[config.mk]
export PLATFORM = sky130hd
export DESIGN_NAME = bigboom_alu
export DESIGN_NICKNAME = d
export VERILOG_FILES = /design/src/rtl/bigboom_pkg.sv /design/src/rtl/bigboom_core.sv /design/src/rtl/bigboom_alu.sv
export SDC_FILE = /design/constraint.sdc
export NUM_CORES = 1
export LEC_CHECK = 0
export ABC_AREA = 1
export BUFFER_PORTS_ARGS = -buffer_cell sky130_fd_sc_hd__buf_2
export CAP_MARGIN = 20
export CORE_MARGIN = 2
export CORE_UTILIZATION = 60
export CTS_CLUSTER_DIAMETER = 80
export CTS_CLUSTER_SIZE = 28
export DETAILED_ROUTE_END_ITERATION = 16
export HOLD_SLACK_MARGIN = 0.1
export PLACE_DENSITY = 0.91
export SYNTH_ARGS = -nofsm -noshare
export SYNTH_HDL_FRONTEND = slang
export SYNTH_SLANG_ARGS = --single-unit
[constraint.sdc]
create_clock -name clk -period 0.8 [get_ports clk]
set_input_delay 0.08 -clock clk [delete_from_list [all_inputs] [get_ports clk]]
set_output_delay 0.08 -clock clk [all_outputs]
set_load 0.02 [all_outputs]
[src/rtl/bigboom_pkg.sv]
// Shared constants for the bigboom ALU: data width and opcode encodings.
package bigboom_pkg;

   localparam int DATA_W = 8;

   localparam logic [2:0] OP_ADD = 3'b000;
   localparam logic [2:0] OP_SUB = 3'b001;
   localparam logic [2:0] OP_AND = 3'b010;
   localparam logic [2:0] OP_OR  = 3'b011;
   localparam logic [2:0] OP_XOR = 3'b100;
   localparam logic [2:0] OP_NOT = 3'b101;
   localparam logic [2:0] OP_SHL = 3'b110;
   localparam logic [2:0] OP_SHR = 3'b111;

endpackage

[src/rtl/bigboom_core.sv]
// Combinational ALU datapath: (a, b, s) -> next result and carry/borrow/shift-out bit.
module bigboom_core
   import bigboom_pkg::*;
(
   input  logic [DATA_W-1:0] a,
   input  logic [DATA_W-1:0] b,
   input  logic [2:0]        s,
   output logic [DATA_W-1:0] res_d,
   output logic              carry_d
);

   logic [DATA_W:0] sum;
   logic [DATA_W:0] diff;

   // Zero-extended to 9 bits so bit 8 is the carry for ADD and the borrow for SUB.
   assign sum  = {1'b0, a} + {1'b0, b};
   assign diff = {1'b0, a} - {1'b0, b};

   always_comb begin
      res_d   = '0;
      carry_d = 1'b0;
      case (s)
         OP_ADD: {carry_d, res_d} = sum;
         OP_SUB: {carry_d, res_d} = diff;
         OP_AND: res_d = a & b;
         OP_OR:  res_d = a | b;
         OP_XOR: res_d = a ^ b;
         OP_NOT: res_d = ~a;
         OP_SHL: {carry_d, res_d} = {a, 1'b0};
         OP_SHR: {res_d, carry_d} = {1'b0, a};
         default: begin
            res_d   = '0;
            carry_d = 1'b0;
         end
      endcase
   end

endmodule

[src/rtl/bigboom_alu.sv]
// 8-bit, 8-function ALU; one-cycle latency, outputs registered with async active-low reset.
module bigboom_alu
   import bigboom_pkg::*;
(
   input  logic              clk,
   input  logic              rst_n,
   input  logic [DATA_W-1:0] a,
   input  logic [DATA_W-1:0] b,
   input  logic [2:0]        s,
   output logic [DATA_W-1:0] result,
   output logic              carry
);

   logic [DATA_W-1:0] res_d;
   logic              carry_d;

   bigboom_core u_core (
      .a       (a),
      .b       (b),
      .s       (s),
      .res_d   (res_d),
      .carry_d (carry_d)
   );

   always_ff @(posedge clk or negedge rst_n) begin
      if (!rst_n) begin
         result <= '0;
         carry  <= 1'b0;
      end else begin
         result <= res_d;
         carry  <= carry_d;
      end
   end

endmodule

==> summary.txt, run 1 <==
Place
  – # port buffers: 29
  – Post-DP HPWL: 5.64 mm
  – Place WS: -880 ps
  – GPL Wtd Cong: 0.950

Synthesis
  – Syn Nets: 298
  – Gate Count Post-Synth: 250
  – Yosys top cell by area: ha_1
  – Synth top area cells: ha_1, nand2_1, dfrtp_1
  – Area share of the largest cell type after synthesis: 20.2%
  – Synth Cell Area: 1550 um2
  – Yosys warning count: 0
  – Synth Register Bits: 9
  – Mean Syn Cell Area: 6.19 um2
  – Post-synth cell types: 24
  – Post-synthesis sequential area ratio: 14.6%

Die
  – Chip width: 54.8 um
  – Top-Level Pins: 30
  – Rows: 18
  – Die height: 54.8 um
  – Initial core utilization: 63.0%

CTS
  – Clk buf depth: 2
  – Hold_buf cts: 1
  – Post-CTS Resized: 78
  – # clock sinks: 9
  – TritonCTS buffer count: 3
  – H-tree levels: 1
  – Root Driver: clkbuf_4
  – Setup Fix Bufs, Post-CTS: 8

Status
  – Status: did not finish
  – Stop Error: [ERROR DPL-0038] Utilization greater than 100%, impossible to legalize
  – Last stage: clock tree synthesis (4_1_cts)
==> logic make-up after synthesis <==
group / synth area share [%]
AOI/OAI and AO/OA: 12.4
xor gates and xnor gates: 1.13
buffers and inverters: 12.7
DFF: 14.6
and+or+nand+nor: 36.5
adders and majority gates: 22.8
==> per-stage QoR <==
stage | TNS [ps] | utilization (%) | cell area, um2 | std cells | hold WS [ps]
detailed placement | -6360 | 94.3 | 2320 | 375 | -52.0
floorplan | -2840 | - | 1650 | 250 | -216
global placement | -5230 | 94.3 | 2320 | 375 | -64.0
==> synth_stat cells <==
cell and count:
nand2_1 63, a22oi_1 1, inv_2 1, xor2_1 2
nor2_2 2, nand4_1 9, inv_1 46, and2_1 1
o211ai_1 2, o22ai_1 8, a21oi_1 8, or2_0 1
buf_2 4, o21ai_0 6, dfrtp_1 9, o21a_1 2
nand3_1 33, a211oi_1 1, nor3_1 2, fa_1 2
nor2_1 19, a2bb2oi_1 2, o2111ai_1 1, ha_1 25
==> run 2, diff against run 1 <==
--- a/config.mk
+++ b/config.mk
@@ -9,12 +9,9 @@
 export BUFFER_PORTS_ARGS = -buffer_cell sky130_fd_sc_hd__buf_2
 export CAP_MARGIN = 20
 export CORE_MARGIN = 2
-export CORE_UTILIZATION = 60
-export CTS_CLUSTER_DIAMETER = 80
-export CTS_CLUSTER_SIZE = 28
+export CORE_UTILIZATION = 40
 export DETAILED_ROUTE_END_ITERATION = 16
-export HOLD_SLACK_MARGIN = 0.1
-export PLACE_DENSITY = 0.91
+export PLACE_DENSITY_LB_ADDON = 0.15
 export SYNTH_ARGS = -nofsm -noshare
 export SYNTH_HDL_FRONTEND = slang
 export SYNTH_SLANG_ARGS = --single-unit
==> summary.txt, run 2 <==
Detailed routing
  – Via count: 2110
  – DRT Pass-1 Iters: 5
  – DRC Markers: 0
  – WL/cell: 15.1 um
  – DRT antenna net count: 0
  – Drt via density: 5.13
  – Total wire length: 6.20 mm
  – Detailed Route Iter0 Violations: 173

Synthesis
  – Area share of the largest cell type after synthesis: 20.2% (unchanged)
  – Gate Count Post-Synth: 250 (unchanged)
  – Top_reg_cell synth: dfrtp_1 (unchanged)
  – Syn Nets: 298 (unchanged)
  – Synth Register Bits: 9 (unchanged)
  – Post-synthesis sequential area ratio: 14.6% (unchanged)
  – Mean Syn Cell Area: 6.19 um2 (unchanged)
  – Top-count cell post-synth: nand2_1 (unchanged)
  – EDFF count, synth: 0 (unchanged)
  – Post-synth ARST share: 100% (unchanged)
  – Yosys warning count: 0 (unchanged)
  – Top cells by count, synth: nand2_1, inv_1, nand3_1 (unchanged)
  – Post-synth cell types: 24 (unchanged)
  – Yosys top cell by area: ha_1 (unchanged)
  – Synth Cell Area: 1550 um2 (unchanged)
  – Synth top area cells: ha_1, nand2_1, dfrtp_1 (unchanged)

Global routing
  – Grt ovf: 0
  – Met2 usage: 49.6%
  – Antenna violations before repair: 0
  – GR peak layer: met2
  – Met1 GRT Util: 35.3%
  – Met3 Use GR: 2.56%
  – GRT Total Usage: 28.6%
  – Vias in the first global route: 2116
  – First-pass GRT wire length: 9.49 mm
  – Largest net degree at the start of global routing: 10

Timing
  – RSZ-0062 raised after global routing: true
  – Worst slew pin tran: 330 ps
  – Final hold violation count: 0
  – Slew HR: 78.0%
  – Hold WS: 209 ps
  – Slew Viols, Final: 0
  – Fmax: 0.880 GHz
  – Setup ws final: -337 ps
  – Final setup vio count: 17
  – Min Tclk post-route: 1140 ps
  – Final worst-path cycle share: 142%
  – Setup TNS: -2460 ps

Worst hold path
  – Hold WC Path Type: input pin to register

Place
  – Area post-placement: 2390 um2 (was 2320 um2)
  – Place WS: -732 ps (was -880 ps)
  – # port buffers: 29 (unchanged)
  – GPL Wtd Cong: 0.944 (was 0.950)
  – Cells after DPL: 400 (was 375)
  – Post-DP HPWL: 4.26 mm (was 5.64 mm)

Status
  – Status: finished, violations left (was did not finish)
  – Failing checks: setup timing

Worst setup path
  – Worst-path fanout max: 3
  – Crit path launch type: input pin
  – WS Path Type: input pin to register
  – CP arrival: 1250 ps
  – CP Capture Type: register
  – Worst EP required: 910 ps

Finish
  – Share of cells above drive strength 1: 50.1%
  – Max reg flops: 8
  – Commonest non-fill, non-tap cells in the layout: buf_4, nand2_1, inv_1, nand3_1, buf_6
  – P&R area growth vs syn: 83.2%
  – Fillers: 276
  – Diodes inserted: 0
  – Multi-input gate area: 1420 um2
  – Top Registers: result (8), carry (1)
  – Largest Register: result
  – Design area: 2840 um2
  – Storage element area: 225 um2
  – Fin util: 76.9%
  – Most common cell after layout, fill and taps aside: buf_4
  – Final #Nets: 412
  – Fin cells: 411

CTS
  – TritonCTS buffer count: 3 (unchanged)
  – Clk buf depth: 2 (unchanged)
  – H-tree levels: 1 (unchanged)
  – # clock sinks: 9 (unchanged)
  – CTS tree: built
  – CTS clk-pin slew, worst paths: 50 ps
  – Root Driver: clkbuf_8 (was clkbuf_4)

Die
  – Top-Level Pins: 30 (unchanged)
  – Die footprint: 4380 um2
  – Die height: 66.2 um (was 54.8 um)
  – Chip width: 66.2 um (was 54.8 um)
  – Core ar.: 3690 um2
  – Rows: 22 (was 18)
  – Initial core utilization: 42.0% (was 63.0%)

Power
  – P_leak: 1.48 nW
  – Total chip power: 2.89 mW
  – PwrDens: 1020 nW/um2
  – Worst vdd ir: 0.416 mV

Job
  – Max-capacitance violation count: 0
[run 2: critical path, stage by stage]
cell	delay (ps)
buf_12	110
inv_12	30
ha_4	160
fa_2	530
nor2_2	40
a211oi_2	180
o211ai_1	120
[run 2: path summary, 6_finish.rpt]
path	startpoint	end	slack [ps]	cells past startpoint
setup / recovery	a[0]	result[1]	-340	7
min in group asynchronous	rst_n	result[0]	230	2
max in group asynchronous	rst_n	result[5]	380	2
hold / removal	a[1]	result[0]	210	4
[run 2: layout make-up]
class	count	area share, %
Multi-Input combinational cell	190	49.9
Timing Repair Buffer	113	31.5
Sequential cell	9	7.94
Inverter	47	6.93
Tap cell	48	2.12
Clock buffer	3	1.46
Clock inverter	1	0.177
[run 2: cell families after synthesis]
group           count (synthesis)  synth area share, %
simple gates                  130                 36.5
buf+inv                        51                 12.7
compound gates                 31                 12.4
fa+ha+maj                      27                 22.8
flops                           9                 14.6
xor+xnor                        2                 1.13
[run 2: timing repair]
| action | 4_1_cts | 5_1_grt |
|---|---|---|
| hold buffers | 1 | 0 |
| endpoints found under the hold margin | 9 | 0 |
| pin swaps | 28 | 11 |
| buffers inserted | 4 | 2 |
| resized for setup | 75 | 18 |
| setup endpoints to repair | 18 | 18 |
| gates cloned | 0 | 0 |
[run 2: routing by layer]
layer,vias to the layer above,routed length (um)
met1,943,2620
met5,-,0
met3,19,426
met2,99,3020
met4,0,138
li1,1049,-
[run 2: power by group]
part | internal [mW] | switching (mW) | leakage, nW
sequential | 0.521 | 0.0347 | 0.110
clock | 0.344 | 0.230 | 0.0255
combinational | 0.859 | 0.900 | 1.34
total | 1.72 | 1.16 | 1.48
(Power assumes the default switching activity.)
==> run 3, diff against run 2 <==
--- a/config.mk
+++ b/config.mk
@@ -11,7 +11,7 @@
 export CORE_MARGIN = 2
 export CORE_UTILIZATION = 40
 export DETAILED_ROUTE_END_ITERATION = 16
-export PLACE_DENSITY_LB_ADDON = 0.15
+export PLACE_DENSITY_LB_ADDON = 0.25
 export SYNTH_ARGS = -nofsm -noshare
 export SYNTH_HDL_FRONTEND = slang
 export SYNTH_SLANG_ARGS = --single-unit
==> summary.txt, run 3 (synthesized netlist as in run 2, its figures left out) <==
Finish
  – Share of cells above drive strength 1: 51.7% (was 50.1%)
  – Max reg flops: 8 (unchanged)
  – Storage element area: 225 um2 (unchanged)
  – P&R area growth vs syn: 81.9% (was 83.2%)
  – Most common cell after layout, fill and taps aside: buf_4 (unchanged)
  – Diodes inserted: 0 (unchanged)
  – Commonest non-fill, non-tap cells in the layout: buf_4, nand2_1, inv_1, nand3_1, buf_6 (unchanged)
  – Top Registers: result (8), carry (1) (unchanged)
  – Final #Nets: 405 (was 412)
  – Fin cells: 404 (was 411)
  – Multi-input gate area: 1430 um2 (was 1420 um2)
  – Design area: 2820 um2 (was 2840 um2)
  – Largest Register: result (unchanged)
  – Fillers: 263 (was 276)

CTS
  – Clk buf depth: 2 (unchanged)
  – CTS tree: built (unchanged)
  – CTS clk-pin slew, worst paths: 50 ps (about the same)
  – Root Driver: clkbuf_8 (unchanged)
  – # clock sinks: 9 (unchanged)
  – H-tree levels: 1 (unchanged)
  – TritonCTS buffer count: 3 (unchanged)

Timing
  – Final hold violation count: 0 (unchanged)
  – Worst slew pin tran: 250 ps (was 330 ps)
  – Fmax: 0.890 GHz (was 0.880 GHz)
  – Min Tclk post-route: 1120 ps (was 1140 ps)
  – RSZ-0062 raised after global routing: true (unchanged)
  – Final setup vio count: 18 (was 17)
  – Final worst-path cycle share: 140% (was 142%)
  – Slew HR: 83.3% (was 78.0%)
  – Setup ws final: -323 ps (was -337 ps)
  – Slew Viols, Final: 0 (unchanged)

Power
  – PwrDens: 1020 nW/um2 (about the same)
  – Switching Fraction: 39.9% (was 40.3%)
  – Sequential share of power: 19.5% (was 19.3%)
  – Pint: 1.72 mW (about the same)
  – P_leak: 1.44 nW (was 1.48 nW)
  – NetSw: 1.14 mW (was 1.16 mW)
  – Worst vdd ir: 0.452 mV (was 0.416 mV)
  – Clk pwr share: 19.2% (was 19.9%)
  – Part of the power in combinational logic: 61.3% (was 60.9%)
  – Total chip power: 2.86 mW (was 2.89 mW)

Global routing
  – Grt ovf: 0 (unchanged)
  – Largest net degree at the start of global routing: 11 (was 10)
  – GRT Total Usage: 26.7% (was 28.6%)
  – Vias in the first global route: 1962 (was 2116)
  – First-pass GRT wire length: 8.95 mm (was 9.49 mm)
  – Antenna violations before repair: 0 (unchanged)

Status
  – Status: finished, violations left (unchanged)
  – Failing checks: setup timing (unchanged)

Worst setup path
  – CP arrival: 1300 ps (was 1250 ps)
  – CP Capture Type: register (unchanged)
  – Critical path, cell by cell: buf_2, inv_4, buf_4, fa_2, inv_2, nand3_2, nand3_2, xor2_1, nand2_1, nand4_1 (was buf_12, inv_12, ha_4, fa_2, nor2_2, a211oi_2, o211ai_1)
  – Most used cell, CP: nand3_2
  – WS Path Type: input pin to register (unchanged)
  – Worst setup endpoint: result[4] (was result[1])
  – CP max stage delay: 340 ps (was 530 ps)
  – Worst EP required: 970 ps (was 910 ps)
  – Crit path launch type: input pin (unchanged)
  – CP max stage cell: fa_2 (unchanged)
  – Worst-path fanout max: 3 (unchanged)
  – Worst Setup SP: b[1] (was a[0])

Place
  – Area post-placement: 2360 um2 (was 2390 um2)
  – GPL Wtd Cong: 0.979 (was 0.944)
  – Post-DP HPWL: 4.21 mm (was 4.26 mm)
  – Cells after DPL: 394 (was 400)
  – # port buffers: 29 (unchanged)

Die
  – Die height: 66.2 um (unchanged)
  – Chip width: 66.2 um (unchanged)
  – Core ar.: 3690 um2 (unchanged)
  – Initial core utilization: 42.0% (unchanged)
  – Top-Level Pins: 30 (unchanged)
  – Rows: 22 (unchanged)
  – Die footprint: 4380 um2 (unchanged)

Job
  – Max-capacitance violation count: 0 (unchanged)

Detailed routing
  – DRT antenna net count: 0 (unchanged)
  – Detailed Route Iter0 Violations: 131 (was 173)
  – WL/cell: 14.4 um (was 15.1 um)
  – Total wire length: 5.83 mm (was 6.20 mm)
  – Drt via density: 5.26 (was 5.13)
  – DRC Markers: 0 (unchanged)
  – DRT Pass-1 Iters: 5 (unchanged)
  – Via count: 2125 (was 2110)

Worst hold path
  – Hold WC Path Type: input pin to async pin (was input pin to register)
==> run 3: per-layer routing <==
layer / wire length (um) / up-vias / GRT usage, % / share of wire (%)
met1: 2420 / 994 / 34.0 / 41
li1: - / 1025 / - / -
met3: 402 / 14 / 2.56 / 6.9
met2: 2920 / 92 / 47.1 / 50
met4: 90 / 0 / 7.65 / 1.5
met5: 0 / - / 0 / 0
==> run 3: through the flow <==
| step | hold slack (ps) | TNS, ps | utilization, % | setup WS, ps |
|---|---|---|---|---|
| global placement | -59.4 | -5280 | 63.9 | -687 |
| global route | 238 | -3000 | 76.3 | -426 |
| floorplan | -216 | -2840 | - | -424 |
| detailed placement | -58.0 | -5490 | 63.9 | -732 |
| finish | 228 | -2380 | 76.3 | -323 |
| CTS | 217 | -2340 | 70.5 | -311 |
==> run 3: final cells by class <==
type                            count  area share, %
Timing Repair Buffer              106           30.3
Sequential cell                     9           8.00
Multi-Input combinational cell    190           50.7
Tap cell                           48           2.13
Clock buffer                        3           1.47
Inverter                           47           7.24
Clock inverter                      1          0.178
==> run 3: worst min-delay path by stage <==
stage / startpoint / end / cells after the start / slack (ps)
after floorplan: rst_n / carry / 0 / -220
after global placement: rst_n / result[0] / 1 / -60
after detailed placement: rst_n / result[2] / 1 / -60
after CTS: rst_n / result[2] / 2 / 220
after global routing: a[0] / carry / 4 / 240
final: rst_n / result[2] / 2 / 230
==> run 3: timing repair <==
item                       in CTS  in global routing
buffers inserted                2                  5
hold endpoints to repair        9                  0
gates resized for setup        45                 62
setup endpoints to repair      18                 18
hold buffers                    1                  0
pin swaps                       7                 30
==> run 3: worst max-delay path: cells and delay by family <==
family | cells | cell delay (ps)
buf+inv | 4 | 390
fa+ha+maj | 1 | 340
simple gates | 4 | 310
xor+xnor | 1 | 190
==> run 3: power groups by stage <==
stage          sequential, mW  combinational [mW]  clock, mW
4_1_cts                 0.554                1.55      0.546
6_report                0.557                1.75      0.549
2_1_floorplan           0.632               0.671          0
3_5_place_dp            0.544                1.39          0
5_1_grt                 0.559                1.89      0.576
3_3_place_gp            0.542                1.37          0
